### src/rtl/gb_periph_bank_if.sv
// Host-side ghostbus port of the peripheral bank: address/data, write and read strobes,
// read data with valid pulse, and busy back-pressure.
interface gb_periph_bank_if #(
    parameter int AW = 12,
    parameter int DW = 32
) ();
    logic [AW-1:0] gb_addr;
    logic [DW-1:0] gb_dout;
    logic          gb_we;
    logic          gb_re;
    logic [DW-1:0] gb_din;
    logic          gb_rvalid;
    logic          gb_busy;

    modport master (
        output gb_addr, gb_dout, gb_we, gb_re,
        input  gb_din, gb_rvalid, gb_busy
    );

    modport slave (
        input  gb_addr, gb_dout, gb_we, gb_re,
        output gb_din, gb_rvalid, gb_busy
    );
endinterface

### src/rtl/gb_periph_bank.sv
// Ghostbus peripheral bank: RW control registers, sticky STATUS, host RAM and an external
// sub-bus window with ack timeout, all behind one host port.
//
// state    | meaning
// IDLE     | accepting strobes; register/STATUS/unmapped accesses complete from here
// RAM_RD   | RAM word read, moving to the output register
// EXT_WAIT | ext strobe issued, down-counting toward timeout while waiting for ext_ack
module gb_periph_bank #(
    parameter int            AW        = 12,
    parameter int            DW        = 32,
    parameter int            NREG      = 4,
    parameter logic [DW-1:0] RESET_VAL = '0,
    parameter int            RAM_BASE  = 'h100,
    parameter int            RAM_AW    = 6,
    parameter int            EXT_BASE  = 'h200,
    parameter int            EXT_AW    = 2,
    parameter int            EXT_DW    = 8,
    parameter int            TIMEOUT   = 16
) (
    input  logic                 clk,
    input  logic                 rst_n,
    gb_periph_bank_if.slave      gb,
    output logic [NREG*DW-1:0]   reg_out,
    output logic [EXT_AW-1:0]    ext_addr,
    output logic [EXT_DW-1:0]    ext_wdata,
    output logic                 ext_we,
    output logic                 ext_re,
    input  logic [EXT_DW-1:0]    ext_rdata,
    input  logic                 ext_ack
);
    localparam logic [1:0] S_IDLE     = 2'd0;
    localparam logic [1:0] S_RAM_RD   = 2'd1;
    localparam logic [1:0] S_EXT_WAIT = 2'd2;

    localparam logic [AW-1:0] RAM_BASE_A = AW'(RAM_BASE);
    localparam logic [AW-1:0] EXT_BASE_A = AW'(EXT_BASE);

    logic [1:0]    state;
    logic          ext_rd;
    logic [7:0]    cnt;
    logic [1:0]    status;
    logic [DW-1:0] regs [NREG];
    logic [DW-1:0] mem [2**RAM_AW];
    logic [DW-1:0] ram_q;
    logic [DW-1:0] reg_rdata;
    logic          busy, wr_acc, rd_acc;
    logic          hit_reg, hit_stat, hit_ram, hit_ext, unmapped;

    assign busy       = (state != S_IDLE);
    assign gb.gb_busy = busy;
    // write wins when both strobes arrive together
    assign wr_acc = gb.gb_we & ~busy;
    assign rd_acc = gb.gb_re & ~gb.gb_we & ~busy;

    assign hit_reg  = gb.gb_addr < AW'(NREG);
    assign hit_stat = gb.gb_addr == AW'(NREG);
    assign hit_ram  = (gb.gb_addr >> RAM_AW) == (RAM_BASE_A >> RAM_AW);
    assign hit_ext  = (gb.gb_addr >> EXT_AW) == (EXT_BASE_A >> EXT_AW);
    assign unmapped = ~(hit_reg | hit_stat | hit_ram | hit_ext);

    always_comb begin
        reg_rdata = '0;
        for (int k = 0; k < NREG; k++)
            if (gb.gb_addr == AW'(k)) reg_rdata = regs[k];
    end

    for (genvar k = 0; k < NREG; k++) begin : g_reg_out
        assign reg_out[k*DW +: DW] = regs[k];
    end

    always_ff @(posedge clk or negedge rst_n) begin
        if (!rst_n) begin
            for (int k = 0; k < NREG; k++) regs[k] <= RESET_VAL;
        end else if (wr_acc && hit_reg) begin
            for (int k = 0; k < NREG; k++)
                if (gb.gb_addr == AW'(k)) regs[k] <= gb.gb_dout;
        end
    end

    // RAM array is not reset; read port is registered, giving the two-cycle read path
    always_ff @(posedge clk) begin
        if (rst_n && wr_acc && hit_ram) mem[gb.gb_addr[RAM_AW-1:0]] <= gb.gb_dout;
        ram_q <= mem[gb.gb_addr[RAM_AW-1:0]];
    end

    always_ff @(posedge clk or negedge rst_n) begin
        if (!rst_n) begin
            state        <= S_IDLE;
            ext_rd       <= 1'b0;
            cnt          <= '0;
            status       <= '0;
            gb.gb_din    <= '0;
            gb.gb_rvalid <= 1'b0;
            ext_addr     <= '0;
            ext_wdata    <= '0;
            ext_we       <= 1'b0;
            ext_re       <= 1'b0;
        end else begin
            gb.gb_rvalid <= 1'b0;
            ext_we       <= 1'b0;
            ext_re       <= 1'b0;
            case (state)
                S_IDLE: begin
                    if (wr_acc) begin
                        if (hit_stat) begin
                            status <= status & ~gb.gb_dout[1:0];
                        end else if (hit_ext) begin
                            ext_addr  <= gb.gb_addr[EXT_AW-1:0];
                            ext_wdata <= gb.gb_dout[EXT_DW-1:0];
                            ext_we    <= 1'b1;
                            ext_rd    <= 1'b0;
                            cnt       <= 8'(TIMEOUT - 1);
                            state     <= S_EXT_WAIT;
                        end else if (unmapped) begin
                            status[1] <= 1'b1;
                        end
                    end else if (rd_acc) begin
                        if (hit_reg) begin
                            gb.gb_din    <= reg_rdata;
                            gb.gb_rvalid <= 1'b1;
                        end else if (hit_stat) begin
                            gb.gb_din    <= {{(DW-2){1'b0}}, status};
                            gb.gb_rvalid <= 1'b1;
                        end else if (hit_ram) begin
                            state <= S_RAM_RD;
                        end else if (hit_ext) begin
                            ext_addr <= gb.gb_addr[EXT_AW-1:0];
                            ext_re   <= 1'b1;
                            ext_rd   <= 1'b1;
                            cnt      <= 8'(TIMEOUT - 1);
                            state    <= S_EXT_WAIT;
                        end else begin
                            gb.gb_din    <= '0;
                            gb.gb_rvalid <= 1'b1;
                            status[1]    <= 1'b1;
                        end
                    end
                end
                S_RAM_RD: begin
                    gb.gb_din    <= ram_q;
                    gb.gb_rvalid <= 1'b1;
                    state        <= S_IDLE;
                end
                S_EXT_WAIT: begin
                    // cnt == 0 marks the last (TIMEOUT-th) wait cycle
                    if (ext_ack) begin
                        if (ext_rd) begin
                            gb.gb_din    <= DW'(ext_rdata);
                            gb.gb_rvalid <= 1'b1;
                        end
                        state <= S_IDLE;
                    end else if (cnt == 8'd0) begin
                        status[0] <= 1'b1;
                        if (ext_rd) begin
                            gb.gb_din    <= '1;
                            gb.gb_rvalid <= 1'b1;
                        end
                        state <= S_IDLE;
                    end else begin
                        cnt <= cnt - 8'd1;
                    end
                end
                default: state <= S_IDLE;
            endcase
        end
    end
endmodule

### src/flat_wrapper.sv
// flat-port wrapper written by rule: the top's interface ports become plain ports
module gb_periph_bank_flat 
#(
    parameter int            AW        = 12,
    parameter int            DW        = 32,
    parameter int            NREG      = 4,
    parameter logic [DW-1:0] RESET_VAL = '0,
    parameter int            RAM_BASE  = 'h100,
    parameter int            RAM_AW    = 6,
    parameter int            EXT_BASE  = 'h200,
    parameter int            EXT_AW    = 2,
    parameter int            EXT_DW    = 8,
    parameter int            TIMEOUT   = 16
)
  (clk, rst_n, reg_out, ext_addr, ext_wdata, ext_we, ext_re, ext_rdata, ext_ack, gb_gb_addr, gb_gb_dout, gb_gb_we, gb_gb_re, gb_gb_din, gb_gb_rvalid, gb_gb_busy);
  gb_periph_bank_if #(.AW(AW), .DW(DW)) gb_i ();
  input  logic clk;
  input  logic rst_n;
  output logic [NREG*DW-1:0] reg_out;
  output logic [EXT_AW-1:0] ext_addr;
  output logic [EXT_DW-1:0] ext_wdata;
  output logic ext_we;
  output logic ext_re;
  input  logic [EXT_DW-1:0] ext_rdata;
  input  logic ext_ack;
  input wire logic [$bits(gb_i.gb_addr)-1:0] gb_gb_addr;
  input wire logic [$bits(gb_i.gb_dout)-1:0] gb_gb_dout;
  input wire logic [$bits(gb_i.gb_we)-1:0] gb_gb_we;
  input wire logic [$bits(gb_i.gb_re)-1:0] gb_gb_re;
  output wire logic [$bits(gb_i.gb_din)-1:0] gb_gb_din;
  output wire logic [$bits(gb_i.gb_rvalid)-1:0] gb_gb_rvalid;
  output wire logic [$bits(gb_i.gb_busy)-1:0] gb_gb_busy;
  assign gb_i.gb_addr = gb_gb_addr;
  assign gb_i.gb_dout = gb_gb_dout;
  assign gb_i.gb_we = gb_gb_we;
  assign gb_i.gb_re = gb_gb_re;
  assign gb_gb_din = gb_i.gb_din;
  assign gb_gb_rvalid = gb_i.gb_rvalid;
  assign gb_gb_busy = gb_i.gb_busy;
  gb_periph_bank #(.AW(AW), .DW(DW), .NREG(NREG), .RESET_VAL(RESET_VAL), .RAM_BASE(RAM_BASE), .RAM_AW(RAM_AW), .EXT_BASE(EXT_BASE), .EXT_AW(EXT_AW), .EXT_DW(EXT_DW), .TIMEOUT(TIMEOUT)) u_core (.clk(clk), .rst_n(rst_n), .gb(gb_i), .reg_out(reg_out), .ext_addr(ext_addr), .ext_wdata(ext_wdata), .ext_we(ext_we), .ext_re(ext_re), .ext_rdata(ext_rdata), .ext_ack(ext_ack));
endmodule
### config.mk
export PLATFORM = sky130hd
export DESIGN_NAME = gb_periph_bank_flat
export DESIGN_NICKNAME = d
export VERILOG_FILES = /design/src/rtl/gb_periph_bank_if.sv /design/src/rtl/gb_periph_bank.sv /design/src/flat_wrapper.sv
export SDC_FILE = /design/constraint.sdc
export NUM_CORES = 2
export LEC_CHECK = 0
export CORE_UTILIZATION = 55
export DETAILED_ROUTE_END_ITERATION = 10
export GPL_TIMING_DRIVEN = 1
export PLACE_DENSITY = 0.82
export SLEW_MARGIN = 20
export SYNTH_ARGS = -nofsm -noshare
export SYNTH_HDL_FRONTEND = slang
export SYNTH_SLANG_ARGS = --single-unit
### constraint.sdc
create_clock -name clk -period 3.4 [get_ports clk]
set_input_delay 0.68 -clock clk [delete_from_list [all_inputs] [get_ports clk]]
set_output_delay 0.68 -clock clk [all_outputs]
set_load 0.02 [all_outputs]
==> flow_summary.toml <==
[die]
ioPinCount = 231
initial_core_util_pct = 55.45
die-area_mm2 = 0.1613
die_h_um = 401.6
core_region_area_mm2 = 0.1584
die_x_um = 401.6
rows = 146

[sta]
period_needed_ps = 3195
finalMaxSlewViolations = 0
whs_ps = 46.46
finalHoldViolCount = 0
setup_slack_ps = 205.2
max_slew.worst_pin.slew_ps = 1138
slew_headroom_pct = 24.15
fmax_ghz = 0.3130
min_period_over_period_pct = 93.97
grt_setup_unrepaired = "no"
setup_viol = 0
fin_skew_ps = 45.62

[clock_tree]
clock_sinks = 2266
clock_path_buffers = 3
htree_levels = 4
cts_tree = "built"
numCtsBuffers = 209
cts_hold_buffers = 0
cts_setup_buffers = 0
clkTransAtPathRegs_ps = 60
cts_resized = 0
insertion_delay_ps = 840
root_buffer = "clkbuf_16"

[power_and_ir_drop]
clkPwrFrac_pct = 40.3
sw_frac_of_total_pct = 22.56
p_int_mw = 44.63
ir_worst_vdd_mv = 0.5101
seqPwrFrac_pct = 53.1
p_switching_mw = 13.00
pwr-share-comb_pct = 6.7
power.density_mw_per_mm2 = 551.2
p_leak_nw = 35.54

[grt]
grt_remaining_overflow = 0
grt_pass1_vias = 48970
grt_max_degree = 79
grt_util_all_layers_pct = 32.19
grt_first_pass_wirelength_um = 363400
antenna_found_initial = 29

[yosys]
syn_avg_cell_area_um2 = 20.91
ys_warn_count = 0
synth-main-ff-cell = "edfxtp_1"
ys_seq_area_share_pct = 76.05
synth-seq-cells = 2266
ys_async_sr_fraction_pct = 8.208
syn-num-nets = 4263
synth_edf_count = 2048
ys_types = 65
syn_area_mm2 = 0.08782
synthCells = 4200

[routing]
wl_um = 259000
route.vias.total = 48650
drc = 0
ant_nets = 0
drt_first_pass_iters = 8
drt_iter0_markers = 7293
via_per_inst = 6.796
wire_per_inst_um = 36.17

[critical_path]
path_max_fanout = 12
critPathSlowestCell = "clkdlybuf4s50_1"
max_stage_delay_ps = 590
critPathKind = "flop to primary output"
path_cells = "inv_1, ha_1, inv_1, clkdlybuf4s50_1"
cp_common_cell = "inv_1"
cp-end-kind = "primary output"
critPathArrivalTime_ps = 2510
worstPathRequired_ps = 2720
cp-start-kind = "flop"

[placed_design]
pre_cts_ws_ps = -172.3
io_buffers = 230
dpl.cell_count = 6758
dp_hpwl_um = 162300
place_congestion = 0.9907

[layout]
multi_input_area_mm2 = 0.02050
utilization_pct = 66.03
regArea_mm2 = 0.06679
drive_above_1_share_pct = 31.94
final_cells = 7159
final_nets = 4960
fillCellCount = 9424
synthToLayoutAreaGrowth_pct = 19.08

[job]
max_cap_viol_count = 0

[status]
status = "finished clean"

[hold_path]
hp-class = "primary input to async pin"
-- path summary, 6_finish.rpt --
check	slack (ps)	to	depth (start not counted)	start
max	210	gb_gb_busy	4	u_core.state[0]
min	50	u_core.reg_out[87]	2	rst_n
max reg2reg	380	u_core.mem[26][19]	8	u_core.state[0]
min reg2reg	510	u_core.gb.gb_din[15]	1	u_core.gb.gb_din[15]
max in group asynchronous	2580	u_core.reg_out[104]	2	rst_n
min in group clk	210	u_core.mem[18][22]	1	gb_gb_dout[22]
-- Yosys cell counts, types with 3 or more instances --
cell type,count,area share [%]
a2111oi_0,27,0.27
o22ai_1,44,0.31
nor2b_1,34,0.24
a31oi_1,5,0.036
a21oi_1,38,0.22
a221oi_1,10,0.10
nor3_1,16,0.091
nand2b_1,11,0.078
dfxtp_1,32,0.73
nand3_1,27,0.15
buf_4,10,0.085
buf_1,39,0.17
dfrtp_1,186,5.3
o21ai_0,33,0.19
nor2_1,116,0.50
o32ai_1,5,0.050
mux2_2,215,2.8
clkbuf_1,108,0.46
nand2_1,158,0.68
mux2_1,4,0.051
a21o_1,25,0.21
buf_2,77,0.44
a22o_1,38,0.38
a22oi_1,41,0.35
buf_6,4,0.051
o31ai_1,4,0.034
o21a_1,3,0.026
a211oi_1,29,0.25
a211o_1,4,0.040
o211ai_1,56,0.48
mux2i_1,215,2.5
edfxtp_1,2048,70
nand4_1,5,0.036
or2_2,3,0.021
ha_1,6,0.085
mux4_2,478,12
inv_1,9,0.038
-- worst max-delay path, delay by kind of cell, from the launching register on --
family,cells,cell delay (ps)
adder cells (fa/ha/maj),1,460
buffers and inverters,3,810
flip-flops,1,420
-- routing by layer --
metal	part of all wire, %	vias up	GRT usage [%]	wire [um]
met4	6.1	26	16.83	15690
met3	12	801	9.763	32310
met1	34	25080	40.15	86870
li1	-	18810	-	-
met2	48	3928	51.11	123900
met5	0.083	-	0	215
-- power groups by stage --
| stage | registers [mW] | logic [mW] | clock network, mW |
|---|---|---|---|
| floorplan | 31.2 | 1.61 | 0 |
| global placement | 31.2 | 3.60 | 0 |
| detailed placement | 31.2 | 3.68 | 0 |
| CTS | 30.6 | 3.74 | 23.3 |
| global route | 30.6 | 3.92 | 24.3 |
| finish | 30.6 | 3.84 | 23.2 |
-- cell families (layout without fill, tap and decap cells) --
group | after synthesis | count (layout) | share of synthesized area, %
compound gates | 372 | 372 | 3.052
fa+ha+maj | 6 | 6 | 0.08548
buf+inv | 250 | 1122 | 1.257
flops | 2266 | 2266 | 76.05
mux | 912 | 912 | 17.52
other cells | 0 | 15 | 0
simple gates | 394 | 394 | 2.036
-- final cells by class --
cell class / count / area share (%)
tap: 2072 / 2.479
timing repair buffer: 725 / 7.555
antenna: 15 / 0.03589
inverter: 11 / 0.04187
clock inverter: 130 / 1.145
clock buffer: 256 / 5.273
sequential: 2266 / 63.87
multi-input combinational: 1684 / 19.60
-- stage by stage --
step,power [mW],cell area [um^2],setup TNS (ps)
after global routing,58.82,104500,0
after detailed placement,34.86,97830,-69650
after floorplan,32.77,88350,-141350
after CTS,57.64,104500,0
final,57.64,104600,0
after global placement,34.77,97830,-49070
-- flip-flops by register name, indices dropped and copies added (netlist names) --
| name | count |
|---|---|
| u_core.mem | 2048 |
| u_core.reg_out | 128 |
| u_core.gb.gb_din | 32 |
| u_core.ram_q | 32 |
| u_core.cnt | 8 |
| u_core.ext_wdata | 8 |
| u_core.ext_addr | 2 |
| u_core.state | 2 |
| u_core.status | 2 |
| u_core.ext_rd | 1 |
| u_core.ext_re | 1 |
| u_core.ext_we | 1 |
| u_core.gb.gb_rvalid | 1 |
-- layout by cell type (no fill, tap or decap), drive strengths merged, types with 5 or more instances in the layout --
cell type,instances
nor2,117
nand2b,11
a21o,25
mux2i,215
mux2,219
nand2,158
clkinv,104
ha,6
inv,14
mux4,478
a2111oi,28
o211ai,56
nor2b,34
o21ai,33
a31oi,5
a21oi,38
a221oi,10
bufinv,16
dfrtp,186
dfxtp,32
nand4,5
nand3,28
clkbuf,257
buf,531
a22oi,41
clkinvlp,7
a22o,38
nor3,17
o22ai,44
edfxtp,2048
clkdlybuf4s50,193
diode,15
o32ai,5
a211oi,29
Power figures use the tool's default switching activity.
